<file path="src/rtl/vga_pattern_gen.sv">
// ---------------------------------------------------------------------------
// vga_pattern_gen
//
// Parametrised VGA timing generator with a built-in test-pattern engine for
// the TinyTapeout VGA PMOD (2 bits per colour channel). It produces the
// horizontal/vertical counters, the sync pulses and the data-enable. It also
// produces one of four runtime-selectable patterns. The pattern mode is
// latched only on the last clock of a frame, so a frame is never torn.
//
// Every output is registered from the current (h_cnt, v_cnt). The outputs
// therefore lag the counters by one clock and are mutually aligned.
//
// Optional feature macro: PATTERN_SCROLL_EN
//   When this macro is defined, an 8-bit scroll register advances once per
//   frame. The checker and gradient patterns then use x + scroll. The colour
//   bar index is rotated by scroll[7:5].
//
// Ports
//   i_CLK          pixel clock
//   i_RST_N        asynchronous active-low reset (released synchronously)
//   i_MODE[1:0]    pattern select: 0 solid, 1 colour bars, 2 checker,
//                  3 gradient (frame-latched)
//   i_COLOR[5:0]   solid colour {R,G,B} for mode 0 (sampled every clock)
//   o_HSYNC        horizontal sync, asserted level = SYNC_POL
//   o_VSYNC        vertical sync, asserted level = SYNC_POL
//   o_DE           active-video enable
//   o_R/o_G/o_B    2-bit colour channels, forced to 0 outside active video
//   o_X/o_Y        pixel column/row aligned with the other outputs
//   o_FRAME_START  one-cycle pulse presented together with pixel (0,0)
// ---------------------------------------------------------------------------
module vga_pattern_gen #(
    parameter int H_ACTIVE  = 640,
    parameter int H_FP      = 16,
    parameter int H_SYNC    = 96,
    parameter int H_BP      = 48,
    parameter int V_ACTIVE  = 480,
    parameter int V_FP      = 10,
    parameter int V_SYNC    = 2,
    parameter int V_BP      = 33,
    parameter bit SYNC_POL  = 1'b0,
    parameter int CHK_SHIFT = 4,
    parameter int CW        = 10
) (
    input  logic          i_CLK,
    input  logic          i_RST_N,
    input  logic [1:0]    i_MODE,
    input  logic [5:0]    i_COLOR,
    output logic          o_HSYNC,
    output logic          o_VSYNC,
    output logic          o_DE,
    output logic [1:0]    o_R,
    output logic [1:0]    o_G,
    output logic [1:0]    o_B,
    output logic [CW-1:0] o_X,
    output logic [CW-1:0] o_Y,
    output logic          o_FRAME_START
);

    localparam int H_TOTAL = H_ACTIVE + H_FP + H_SYNC + H_BP;
    localparam int V_TOTAL = V_ACTIVE + V_FP + V_SYNC + V_BP;

    localparam logic [CW-1:0] H_LAST   = CW'(H_TOTAL - 1);
    localparam logic [CW-1:0] V_LAST   = CW'(V_TOTAL - 1);
    localparam logic [CW-1:0] H_ACT    = CW'(H_ACTIVE);
    localparam logic [CW-1:0] V_ACT    = CW'(V_ACTIVE);
    localparam logic [CW-1:0] HS_START = CW'(H_ACTIVE + H_FP);
    localparam logic [CW-1:0] HS_END   = CW'(H_ACTIVE + H_FP + H_SYNC);
    localparam logic [CW-1:0] VS_START = CW'(V_ACTIVE + V_FP);
    localparam logic [CW-1:0] VS_END   = CW'(V_ACTIVE + V_FP + V_SYNC);
    localparam logic [CW-1:0] BAR_LAST = CW'(H_ACTIVE / 8 - 1);

    logic [CW-1:0] h_cnt;
    logic [CW-1:0] v_cnt;
    logic          h_last;
    logic          frame_last;
    logic [1:0]    mode_q;
    logic [7:0]    frame_cnt;
    logic [CW-1:0] bar_sub;
    logic [2:0]    bar_n;
    logic [CW-1:0] x_pat;
    logic [2:0]    bar_idx;
    logic          active;
    logic          hs_win;
    logic          vs_win;
    logic [5:0]    pix;
    logic          unused_ok;

    assign h_last     = (h_cnt == H_LAST);
    assign frame_last = h_last && (v_cnt == V_LAST);

    // Raster counters: h wraps every line, v advances on each h wrap.
    always_ff @(posedge i_CLK or negedge i_RST_N) begin
        if (!i_RST_N) begin
            h_cnt <= '0;
            v_cnt <= '0;
        end else if (h_last) begin
            h_cnt <= '0;
            v_cnt <= (v_cnt == V_LAST) ? '0 : v_cnt + 1'b1;
        end else begin
            h_cnt <= h_cnt + 1'b1;
        end
    end

    // Mode and frame counter only change at the frame boundary.
    always_ff @(posedge i_CLK or negedge i_RST_N) begin
        if (!i_RST_N) begin
            mode_q    <= 2'd0;
            frame_cnt <= 8'd0;
        end else if (frame_last) begin
            mode_q    <= i_MODE;
            frame_cnt <= frame_cnt + 8'd1;
        end
    end

    // Colour-bar index tracks h_cnt without a divider. A sub-counter walks
    // one bar width, and the index saturates at 7 so blanking stays on bar 7.
    always_ff @(posedge i_CLK or negedge i_RST_N) begin
        if (!i_RST_N) begin
            bar_sub <= '0;
            bar_n   <= 3'd0;
        end else if (h_last) begin
            bar_sub <= '0;
            bar_n   <= 3'd0;
        end else if (bar_sub == BAR_LAST) begin
            bar_sub <= '0;
            if (bar_n != 3'd7) begin
                bar_n <= bar_n + 3'd1;
            end
        end else begin
            bar_sub <= bar_sub + 1'b1;
        end
    end

`ifdef PATTERN_SCROLL_EN
    logic [7:0] scroll;

    // Scroll offset advances once per frame, wrapping naturally at 8 bits.
    always_ff @(posedge i_CLK or negedge i_RST_N) begin
        if (!i_RST_N) begin
            scroll <= 8'd0;
        end else if (frame_last) begin
            scroll <= scroll + 8'd1;
        end
    end

    assign x_pat   = h_cnt + CW'(scroll);
    assign bar_idx = bar_n + scroll[7:5];
`else
    assign x_pat   = h_cnt;
    assign bar_idx = bar_n;
`endif

    // Only a few bits of x_pat and frame_cnt feed the patterns.
    assign unused_ok = ^{frame_cnt[7:2], x_pat};

    // Pattern and timing decode for the current raster position.
    always_comb begin
        active = (h_cnt < H_ACT) && (v_cnt < V_ACT);
        hs_win = (h_cnt >= HS_START) && (h_cnt < HS_END);
        vs_win = (v_cnt >= VS_START) && (v_cnt < VS_END);
        pix    = 6'h00;
        unique case (mode_q)
            2'd0: pix = i_COLOR;
            2'd1: pix = {{2{bar_idx[2]}}, {2{bar_idx[1]}}, {2{bar_idx[0]}}};
            2'd2: pix = (x_pat[CHK_SHIFT] ^ v_cnt[CHK_SHIFT]) ? 6'h3F : 6'h00;
            2'd3: pix = {x_pat[CHK_SHIFT+1:CHK_SHIFT],
                         v_cnt[CHK_SHIFT+1:CHK_SHIFT],
                         frame_cnt[1:0]};
            default: pix = 6'h00;
        endcase
        if (!active) begin
            pix = 6'h00;
        end
    end

    // Output register stage: everything leaves the block one clock after the
    // counters, so sync, DE, colour and coordinates stay aligned.
    always_ff @(posedge i_CLK or negedge i_RST_N) begin
        if (!i_RST_N) begin
            o_HSYNC       <= ~SYNC_POL;
            o_VSYNC       <= ~SYNC_POL;
            o_DE          <= 1'b0;
            o_R           <= 2'd0;
            o_G           <= 2'd0;
            o_B           <= 2'd0;
            o_X           <= '0;
            o_Y           <= '0;
            o_FRAME_START <= 1'b0;
        end else begin
            o_HSYNC       <= hs_win ? SYNC_POL : ~SYNC_POL;
            o_VSYNC       <= vs_win ? SYNC_POL : ~SYNC_POL;
            o_DE          <= active;
            o_R           <= pix[5:4];
            o_G           <= pix[3:2];
            o_B           <= pix[1:0];
            o_X           <= h_cnt;
            o_Y           <= v_cnt;
            o_FRAME_START <= (h_cnt == '0) && (v_cnt == '0);
        end
    end

endmodule

</file>
<file path="config.mk">
export PLATFORM = sky130hd
export DESIGN_NAME = vga_pattern_gen
export DESIGN_NICKNAME = d
export VERILOG_FILES = /design/src/rtl/vga_pattern_gen.sv
export SDC_FILE = /design/constraint.sdc
export NUM_CORES = 1
export LEC_CHECK = 0
export CAP_MARGIN = 30
export CELL_PAD_IN_SITES_DETAIL_PLACEMENT = 1
export CELL_PAD_IN_SITES_GLOBAL_PLACEMENT = 1
export CORE_MARGIN = 2
export CORE_UTILIZATION = 43
export CTS_CLUSTER_SIZE = 24
export DETAILED_ROUTE_END_ITERATION = 7
export GPL_TIMING_DRIVEN = 0
export MAX_ROUTING_LAYER = met4
export PLACE_DENSITY_LB_ADDON = 0.3
export SYNTH_ARGS = -nofsm -noshare
export SYNTH_HDL_FRONTEND = slang
export SYNTH_SLANG_ARGS = --single-unit
</file>
<file path="constraint.sdc">
create_clock -name i_CLK -period 2.4 [get_ports i_CLK]
set_clock_uncertainty 0.1 [all_clocks]
set_input_delay 0.24 -clock i_CLK [delete_from_list [all_inputs] [get_ports i_CLK]]
set_output_delay 0.24 -clock i_CLK [all_outputs]
set_load 0.05 [all_outputs]
</file>
# [Word level (Yosys, flattened, before mapping)]
# Cells that the tools add are included.
[totals] wordCells=57 input_bits=10 register_bits=73
[classes] n_mux=12 order_cmp=6 eq_ne=7 n_addsub=5 reduce_logical=11 n_bitwise=1
[op_table] operator="$mux W10" count=4
[op_table] operator="$add A10 B1 Y10 const B" count=3
[op_table] operator="$pmux W6 S4" count=1
[op_table] operator="$eq A10 B10 Y1 const B" count=2
[op_table] operator="$logic_not A10 Y1" count=2
[op_table] operator="$lt A10 B10 Y1 const B" count=2
[op_table] operator="$lt A10 B9 Y1 const B" count=2
[op_table] operator="$mux W6" count=2
[op_table] operator="$eq A10 B7 Y1 const B" count=1
[op_table] operator="$ge A10 B10 Y1 const B" count=1
[op_table] operator="$ge A10 B9 Y1 const B" count=1
[op_table] operator="$mux W3" count=3
[op_table] operator="$add A8 B1 Y8 const B" count=1
[op_table] operator="$logic_and A1 B1 Y1" count=5
[op_table] operator="$eq A2 B2 Y1 const B" count=2
[op_table] operator="$reduce_bool A2 Y1" count=2
[op_table] operator="$add A3 B1 Y3 const B" count=1
[op_table] operator="$ne A3 B3 Y1 const B" count=1
[op_table] operator="$eq A2 B1 Y1 const B" count=1
[op_table] operator="$logic_not A2 Y1" count=1
[op_table] operator="$mux W1" count=2
[op_table] operator="$reduce_and A2 Y1" count=1
[op_table] operator="$xor A1 B1 Y1" count=1

# [Logic depth before layout (Yosys ltp)]
[logic_depth] depth_word=4 mapped_depth=7 depth_no_buf=6

# [Worst setup path before layout]
# OpenSTA, ideal clock, no wires.
[synth_path] path_kind="register to register" from="register h_cnt[0]" to="register mode_q[0]" period_less_slack_ps=1819 arrival_ps=1594 setup_slack_ps=581 path_stages_with_launch=6 setup_time_ps=125 path_buffers=0 required_time_ps=2175 path_cell_list="dfrtp_1 > ha_1 > and4_4 > nand3_4 > nor3_4 > mux2_2"
[synth_via] elab_chain_cells=2
[synth_rtl] item="from (decl)" line_no="72" text="logic [CW-1:0] h_cnt;"
[synth_rtl] item="from (signal assigned)" line_no="100" text="h_cnt <= h_cnt + 1'b1;"
[synth_rtl] item="$eq A10 B10 Y1" line_no="88" text="assign h_last = (h_cnt == H_LAST);"
[synth_rtl] item="$logic_and A1 B1 Y1" line_no="89" text="assign frame_last = h_last && (v_cnt == V_LAST);"
[synth_rtl] item="to (signal assigned)" line_no="110" text="mode_q <= i_MODE;"
[synth_rtl] item="to (decl)" line_no="76" text="logic [1:0] mode_q;"
# Every way passes these cells.
# A chain may end at the register's enable or synchronous reset.

# [Worst setup path after layout]
[layout_path] from="register h_cnt[0]" to="register mode_q[1]"
# The elaborated chain is that of the path after synthesis.

==> reports/results.tsv <==
stage	metric	value	unit
worst_setup_path	CP startpoint kind	register	
cts	H-tree Lvls	3	
yosys	Avg Cell Area, Syn	12.0	sq um
power_and_ir_drop	Peak VDD IR	323	uV
worst_setup_path	Slowest-stage cell, CP	dfrtp_1	
finish	share of cells above drive strength 1	0.115	
yosys	Compound-Gate Fraction of Synth Area	0.0708	
worst_setup_path	Critical Path Max Stage Delay	450	ps
cts	Clock Root Buffer	clkbuf_8	
grt	GRT Util Overall	0.197	
floorplan	I/O pins	40	
yosys	top post-synthesis cells by area	dfrtp_1 (58%), xnor2_1 (3.8%), xor2_1 (3.4%), nor2_1 (3.2%), ha_1 (3.1%)	
floorplan	# rows	29	
yosys	Synth Cell Area	2790	sq um
sta	fmax	477	MHz
yosys	Seq cells post-synth	67	
worst_setup_path	crit path cell chain	ha_1 -> and4_4 -> nand3_4 -> nor3_4 -> mux2_2	
worst_setup_path	Crit. End Element	register	
yosys	adder-cell share of the synthesized area	0.0314	
cts	clk slew on worst S/H paths	70	ps
worst_hold_path	Hold Crit Class	register to register	
grt	initial antenna violation count	0	
finish	Sequential Area	1680	sq um
route	drt pass-1 iters	4	
route	Post-Route WL	6.29	mm
yosys	ys flop type	dfrtp_1	
route	number of DRC markers in iteration 0	84	
worst_setup_path	crit path kind	register to register	
yosys	Mapped Nets	250	
cts	Inserted Clock Buffers	9	
power_and_ir_drop	pwr/cell area	607	nW/um^2
sta	Fin Hold WS	280	ps
route	Vias	1976	
sta	RSZ-0062 raised after global routing	false	
route	routed vias/inst	5.43	
sta	# setup viols final	0	
cts	Clock Tree Buf Depth	2	
power_and_ir_drop	Leak	1.56	nW
finish	# nets final	301	
outcome	status	finished, final reports clean	
sta	fin crit period	2090	ps
sta	Fin. Hold Viols	0	
placement	port bufs	39	
yosys	top cell type by total area after synthesis	dfrtp_1	
yosys	simple-gate share of the synthesized area	0.180	
worst_setup_path	WP data arrival	2220	ps
grt	largest net degree at the start of global routing	68	
finish	Area growth, synth to finish	24.2	%
floorplan	CORE AREA	6310	sq um
flow_run	Max-Cap Viols	0	
sta	final worst slack	305	ps
sta	pin slew with the least headroom to its limit	837	ps
placement	hpwl dp	4.20	mm
placement	routability cong.	0.818	
finish	area of the multi-input gates	1040	sq um
worst_setup_path	CP bufs+invs	0	
finish	post-route cell area	3470	sq um
cts	post-cts sizing count	0	
finish	antenna cells	0	
worst_setup_path	CP max FO	6	
worst_setup_path	CP required	2520	ps
yosys	synth cell count leaders	dfrtp_1 (65), nor2_1 (24), xnor2_1 (12)	
floorplan	Initial Util	0.442	
yosys	Synth top area share	0.582	
floorplan	die area	7160	sq um
yosys	largest family of logic cells by synthesized area	simple AND/OR/NAND/NOR gates	
yosys	Yosys cell types	51	
route	# DRC	0	
route	Routed Antenna Nets	0	
yosys	register area share after synthesis	0.601	
cts	Post-CTS Setup Bufs	0	
sta	post-route clock period utilization	0.873	
power_and_ir_drop	Total Power	2.11	mW
yosys	Mapped Cells	233	
sta	Slew Viols, Final	0	
placement	Post-DP Area	3280	sq um
placement	pre-CTS setup slack	324	ps
floorplan	Die Wd	84.6	um
route	drt wl/cell	17.3	um
yosys	Post-synth EDFFs	0	
yosys	most frequent cell after synthesis	dfrtp_1	
sta	Slew headroom	0.442	
yosys	Synth Area in XOR/XNOR	0.0721	
cts	Clock Sinks	67	
grt	vias in the first global route	2111	
worst_setup_path	CP delay by family, top	simple AND/OR/NAND/NOR gates	
yosys	Ys Warns	0	
grt	GRT overflow	0	
yosys	Async SR Flop Fraction	1.00	
yosys	post-synthesis mux area share	0.0188	
cts	CTS tree	built	
finish	filler instances	679	
grt	first-pass GRT wire length	10.5	mm
floorplan	Vert. Die Dim	84.6	um
cts	Skew-Pair Late Insertion Delay	340	ps
==> metrics by stage <==
stage / util / setup TNS (ps) / cells
floorplan: - / 0 / 233
global placement: 0.519 / -76070 / 349
detailed placement: 0.519 / 0 / 349
CTS: 0.549 / 0 / 364
global route: 0.549 / 0 / 364
finish: 0.549 / 0 / 364
==> worst paths after layout <==
| path | startpoint | endpoint | slack (ps) | cells past startpoint |
|---|---|---|---|---|
| setup / recovery | h_cnt[0] | mode_q[1] | 310 | 5 |
| hold / removal | v_cnt[3] | o_Y[3] | 280 | 0 |
| setup reg to reg | h_cnt[0] | mode_q[1] | 310 | 5 |
| hold reg to reg | v_cnt[3] | o_Y[3] | 280 | 0 |
| max in group asynchronous | i_RST_N | o_R[1] | 1210 | 2 |
| min in group asynchronous | i_RST_N | bar_sub[8] | 440 | 2 |
==> area by class of cell <==
class | instances | share of cell area
plain buffers | 8 | 0.0112
multi-input cells | 149 | 0.300
clock inverters | 3 | 0.0115
clock buffers | 11 | 0.0408
repair buffers | 40 | 0.115
well taps | 77 | 0.0278
flip-flops and latches | 67 | 0.484
inverters | 9 | 0.00974
==> power breakdown <==
| part | switching, mW | internal [mW] | leakage [nW] |
|---|---|---|---|
| combinational | 0.0472 | 0.0259 | 0.594 |
| sequential | 0.00131 | 1.13 | 0.872 |
| clock | 0.405 | 0.493 | 0.0950 |
==> per-layer routing <==
layer  GRT usage  vias up  share of wire
li1            -      903              -
met1       0.238     1017           0.44
met2       0.321       46           0.51
met3      0.0551       10          0.041
met4      0.0649        0          0.013
met5           -        -              0
==> cells in the final DEF, fill, tap and decap left out, drive strengths merged, types with 2 or more instances in the layout <==
cell,instances
clkbuf,14
o41ai,2
a21boi,2
and3,2
inv,9
nor3,5
clkinv,2
o21ai,6
nand3,13
nand4,7
buf,6
a22oi,6
a21oi,10
nor4b,3
nor2b,2
nand2b,2
mux2,2
and4,2
ha,7
nor2,25
clkdlybuf4s50,38
xnor2,12
dfrtp,65
dfstp,2
o211ai,2
xor2,11
mux2i,3
or3,2
nand2,10
nor4,3
==> registers in the layout, indices dropped and copies added, names as in the netlist, 2 cells and up <==
name       flops
bar_idx        3
bar_sub       10
frame_cnt      2
h_cnt         10
mode_q         2
o_B            2
o_G            2
o_R            2
o_X           10
o_Y           10
v_cnt         10
==> what timing repair did <==
item | in CTS | in global routing
hold endpoints to repair | 65 | 0
endpoints found under the setup margin | 0 | 0
hold buffers | 1 | 0
==> cells by family (layout without fill, tap and decap cells) <==
group / count (synthesis) / after routing
DFF: 67 / 67
xor gates and xnor gates: 23 / 23
adders and majority gates: 7 / 7
AOI/OAI and AO/OA: 31 / 31
and+or+nand+nor: 83 / 83
muxes: 5 / 5
buffers and inverters: 17 / 71
Power figures use the tool's default switching activity.
==> patch 1, RTL diff (same settings) <==
The parameter `SYNC_POL` goes from 1'b0 to 1'b1.
--- a/src/rtl/vga_pattern_gen.sv
+++ b/src/rtl/vga_pattern_gen.sv
@@ -37,7 +37,7 @@
     parameter int V_FP      = 10,
     parameter int V_SYNC    = 2,
     parameter int V_BP      = 33,
-    parameter bit SYNC_POL  = 1'b0,
+    parameter bit SYNC_POL  = 1'b1,
     parameter int CHK_SHIFT = 4,
     parameter int CW        = 10
 ) (
Function: changed (a bounded check fails within 4 cycles, from zero or initial values and one cycle with i_RST_N low).
==> patch 1 against the unedited design <==
Combinational power is 0.5% lower; non-clock buffer count decreased by 1; synthesized area is 0.99% lower; sequential cell count unchanged; total power shrank 2.6%; final area decreased by 0.87%; routed wire length decreased by 4.7%; via count down 3.6%; setup slack worse by 0.062 ns; largest cell class unchanged.
==> patch 1: results (changes against the unedited design) <==
| Result | Value | Change |
|:---|:---|:---|
| Arrival time worst endpoint | 2.28 ns | was 2.22 ns |
| Detail Placement HPWL | 4.09 mm | was 4.20 mm |
| Worst relative slew slack | 0.454 | was 0.442 |
| Reg-to-reg setup timing slack | 0.24 ns | was 0.31 ns |
| Ranking of synthesized cells by area | dfrtp_1, xnor2_1, nor2_1 | was dfrtp_1, xnor2_1, xor2_1 |
| Share of layout cells above drive strength 1 | 0.0969 | was 0.115 |
| Multiplexer share of the synthesized area | 0.0231 | was 0.0188 |
| Count of plain and timing-repair buffers | 47 | was 48 |
| Iteration count of the initial detailed-routing pass | 3 | was 4 |
| Final standard cell count with taps included and fillers excluded | 366 | was 364 |
| Final worst path period share | 0.899 | was 0.873 |
| Pleak | 1.55 nW | was 1.56 nW |
| Sequential area share after synthesis | 0.606 | was 0.601 |
| Global routing usage summed across all routing layers | 0.196 | was 0.197 |
| Worst reg2reg path startpoint | h_cnt[0]$_DFF_PN0_ | unchanged |
| Mean routed wirelength per cell | 16.4 µm | was 17.3 µm |
| Outcome | finished clean | unchanged |
| Die area | 7090 µm² | was 7160 µm² |
| Count of yosys warnings during synthesis | 0 | unchanged |
| Multi-input combinational cell count | 152 | was 149 |
| Layout Area Growth over Synthesis | 24.3% | was 24.2% |
| Non-clock buffers, area share | 0.124 | was 0.126 |
| Placement-stage worst setup slack | 0.253 ns | was 0.324 ns |
| Ratio of routed vias to standard cells | 5.20 | was 5.43 |
| Post-synthesis share of cell area spent on full adders, half adders and majority gates | 0.0317 | was 0.0314 |
| Proportion of cell area occupied by multi-input gates | 0.299 | was 0.300 |
| Maximum vdd drop | 0.348 mV | was 0.323 mV |
| Commonest cells post-synth | dfrtp_1, nor2_1, xnor2_1 | unchanged |
| Startpoint of the worst hold path | v_cnt[5]$_DFFE_PN0N_ | was v_cnt[3]$_DFFE_PN0N_ |
| Clock buffers and inverters, area share | 0.0520 | was 0.0523 |
| Mean cell area of the mapped netlist | 11.8 µm² | was 12.0 µm² |
| Largest driver fanout on the critical path | 10 | was 6 |
| Number of nets in the layout | 302 | was 301 |
| Wire length of the first global-routing pass | 10.3 mm | was 10.5 mm |
| Post-synthesis share of cell area spent on xor and xnor gates | 0.0729 | was 0.0721 |
| Iteration-0 DRC count of the detailed router | 113 | was 84 |
| Number of global-route vias before repair | 2056 | was 2111 |
| Total nets after synthesis | 251 | was 250 |
| Critical Path Slowest Stage Cell | dfrtp_1 | unchanged |
| Final estimated routing congestion in global placement | 0.770 | was 0.818 |
| Hold-critical path endpoint | o_Y[5]$_DFF_PN0_ | was o_Y[3]$_DFF_PN0_ |
| Placed standard-cell area | 3250 µm² | was 3280 µm² |
-- patch 1: power breakdown --
part | leakage [nW] | internal, mW | switching, mW
Combinational | 0.580 | 0.0259 | 0.0467
Clock | 0.0953 | 0.451 | 0.393
Sequential | 0.878 | 1.13 | 0.00113
Total | 1.55 | 1.61 | 0.441
-- patch 1: metal layers --
layer,up-vias,global-route usage,share of wire
li1,918,-,-
met2,29,0.297,0.50
met1,947,0.250,0.46
met3,11,0.0492,0.024
met4,0,0.0880,0.022
met5,-,-,0
-- patch 1: worst max-delay path: cells and delay by family, from the launching register on --
| kind | cells | cell delay (ns) |
|---|---|---|
| adder cells (fa/ha/maj) | 1 | 0.27 |
| flip-flops | 1 | 0.43 |
| multiplexers | 1 | 0.38 |
| AND/OR/NAND/NOR | 3 | 0.87 |
==> patch 2, RTL diff (same flow settings) <==
Made on the original files. Register the output `o_X` once more, with the module's reset; this adds one clock of latency there. The other outputs are not delayed to match.
--- a/src/rtl/vga_pattern_gen.sv
+++ b/src/rtl/vga_pattern_gen.sv
@@ -69,6 +69,8 @@
     localparam logic [CW-1:0] VS_END   = CW'(V_ACTIVE + V_FP + V_SYNC);
     localparam logic [CW-1:0] BAR_LAST = CW'(H_ACTIVE / 8 - 1);
 
+    logic [CW-1:0] o_X_s0;
+
     logic [CW-1:0] h_cnt;
     logic [CW-1:0] v_cnt;
     logic          h_last;
@@ -183,7 +185,7 @@
             o_R           <= 2'd0;
             o_G           <= 2'd0;
             o_B           <= 2'd0;
-            o_X           <= '0;
+            o_X_s0        <= '0;
             o_Y           <= '0;
             o_FRAME_START <= 1'b0;
         end else begin
@@ -193,11 +195,19 @@
             o_R           <= pix[5:4];
             o_G           <= pix[3:2];
             o_B           <= pix[1:0];
-            o_X           <= h_cnt;
+            o_X_s0        <= h_cnt;
             o_Y           <= v_cnt;
             o_FRAME_START <= (h_cnt == '0) && (v_cnt == '0);
         end
     end
 
+    always_ff @(posedge i_CLK or negedge i_RST_N) begin
+        if (!i_RST_N) begin
+            o_X <= '0;
+        end else begin
+            o_X <= o_X_s0;
+        end
+    end
+
 endmodule
 
Function: changed (a bounded check fails within 4 cycles, from zero or initial values and one cycle with i_RST_N low).
==> patch 2 against the unedited design <==
Sequential cell count is 10 higher; clock power up 10%; critical path depth is the same; setup slack better by 0.037 ns; via count increased by 2.5%; routed wire length fell by 3.0%; total power up 13%; synthesized area rose by 8.8%; final area is 9.3% higher; critical path type unchanged.
==> patch 2: results (changes against the unedited design) <==
| Result | Value | Change |
|:---|:---|:---|
| Outcome | finished clean | unchanged |
| Maximum vdd drop | 0.269 mV | was 0.323 mV |
| Wire length of the first global-routing pass | 10.3 mm | was 10.5 mm |
| Pleak | 1.70 nW | was 1.56 nW |
| Largest net degree at the start of global routing | 65 | was 68 |
| Final estimated routing congestion in global placement | 0.767 | was 0.818 |
| Post-synthesis share of cell area spent on xor and xnor gates | 0.0663 | was 0.0721 |
| Iteration count of the initial detailed-routing pass | 4 | unchanged |
| Global routing usage summed across all routing layers | 0.181 | was 0.197 |
| Number of CTS-inserted buffers | 9 | unchanged |
| Final standard cell count with taps included and fillers excluded | 396 | was 364 |
| Share of layout cells above drive strength 1 | 0.110 | was 0.115 |
| CTS Root Buffer Type | clkbuf_8 | unchanged |
| Sequential area share after synthesis | 0.635 | was 0.601 |
| H-tree depth reported by CTS | 3 | unchanged |
| Dominant delay contributor by cell family on the critical path | simple AND/OR/NAND/NOR gates | unchanged |
| Number of different library cells in the post-synthesis netlist | 48 | was 51 |
| Critical Path Slowest Stage Cell | dfrtp_1 | unchanged |
| Number of instances resized during post-cts repair | 0 | unchanged |
| Leading register cell type out of synthesis | dfrtp_1 | unchanged |
| Compound-Gate Fraction of Synth Area | 0.0622 | was 0.0708 |
| Worst-Skew Late Latency | 0.35 ns |  |
| Number of antenna diodes | 0 | unchanged |
| Vias after detailed routing | 2026 | was 1976 |
| Arrival time worst endpoint | 2.19 ns | was 2.22 ns |
| Mean routed wirelength per cell | 15.4 µm | was 17.3 µm |
| Worst relative slew slack | 0.517 | was 0.442 |
| Number of antenna violations at the first check in global routing | 0 | unchanged |
| Number of nets in the layout | 312 | was 301 |
| Number of nets with antenna violations after routing | 0 | unchanged |
| Commonest cells post-synth | dfrtp_1, nor2_1, nand3_1, xnor2_1 | was dfrtp_1, nor2_1, xnor2_1 |
| Number of global-route vias before repair | 2106 | was 2111 |
| Largest incremental delay on the critical path | 0.39 ns | was 0.45 ns |
| Detail Placement HPWL | 4.23 mm | was 4.20 mm |
| Count of buffers from port buffering | 39 | unchanged |
| Mean cell area of the mapped netlist | 12.5 µm² | was 12.0 µm² |
| Clock Tree Buf Depth | 2 | unchanged |
| Number of placed cells counting well taps | 379 | was 349 |
| Post-synthesis share of cell area spent on full adders, half adders and majority gates | 0.0288 | was 0.0314 |
| Multiplexer share of the synthesized area | 0.0173 | was 0.0188 |
| Ranking of synthesized cells by area | dfrtp_1, xnor2_1, xor2_1 | unchanged |
| Worst hold path class | primary input to asynchronous set/reset pin | was register to register |
| Total nets after synthesis | 260 | was 250 |
| Iteration-0 DRC count of the detailed router | 95 | was 84 |
| Largest driver fanout on the critical path | 7 | was 6 |
| Clock-pin slew of the registers on the worst-case setup and hold paths | 0.08 ns |  |
-- patch 2: cells by family (layout without fill, tap and decap cells) --
logic type | after synthesis | in the layout
DFF | 77 | 77
adders and majority gates | 7 | 7
and+or+nand+nor | 85 | 85
xor gates and xnor gates | 23 | 23
AOI/OAI and AO/OA | 30 | 30
muxes | 5 | 5
buffers and inverters | 16 | 73
-- patch 2: power by group --
group,total (mW),internal [mW],switching [mW]
Sequential,1.30,1.30,0.00146
Combinational,0.0809,0.0306,0.0503
Clock,0.991,0.494,0.497
Total,2.37,1.83,0.549
-- patch 2: final timing paths --
| path | from | end | slack [ns] | depth (start not counted) |
|---|---|---|---|---|
| min reg2reg | o_X_s0[3]$_DFF_PN0_ | o_X[3]$_DFF_PN0_ | 0.25 | 0 |
| max reg2reg | v_cnt[5]$_DFFE_PN0N_ | mode_q[1]$_DFFE_PN0P_ | 0.34 | 5 |
| max in group asynchronous | i_RST_N | o_VSYNC$_DFF_PN1_ | 1.43 | 3 |
| min | i_RST_N | o_X[6]$_DFF_PN0_ | 0.18 | 2 |
| min in group i_CLK | o_X_s0[3]$_DFF_PN0_ | o_X[3]$_DFF_PN0_ | 0.25 | 0 |
| max | v_cnt[5]$_DFFE_PN0N_ | mode_q[1]$_DFFE_PN0P_ | 0.34 | 5 |
-- patch 2: worst register-to-register path, cell delays in order, from the launching register on --
cell and delay, ns:
dfrtp_1 0.39, clkbuf_1 0.20, nor4_2 0.26, nand3_1 0.30, nor3_4 0.33, mux2_1 0.36
-- patch 2: through the flow --
step / setup slack (ns) / area, µm²
floorplan: 0.594 / 3040
global placement: -1.58 / 3550
detailed placement: 0.380 / 3570
CTS: 0.331 / 3790
global route: 0.159 / 3790
finish: 0.343 / 3790
-- patch 2: routing by layer --
layer  global-route usage  wire length [µm]  up-vias  part of all wire
met5                    -                 0        -                 0
met4               0.0771                99        0             0.016
met3               0.0320               160        9             0.026
met2                0.285              3060       33              0.50
met1                0.232              2790     1034              0.46
li1                     -                 -      950                 -
-- patch 2: repair_timing --
action	in CTS	in global routing
hold endpoints to repair	76	0
hold buffers	1	0
buffers inserted	0	0
-- patch 2: cell type report --
class	instances	area, µm²
fill	713	3040
tap	96	120
multi-input combinational	150	1040
clock buffer	9	124
buffer	8	38.8
inverter	8	30.0
clock inverter	7	81.3
sequential	77	1930
timing repair buffer	41	425
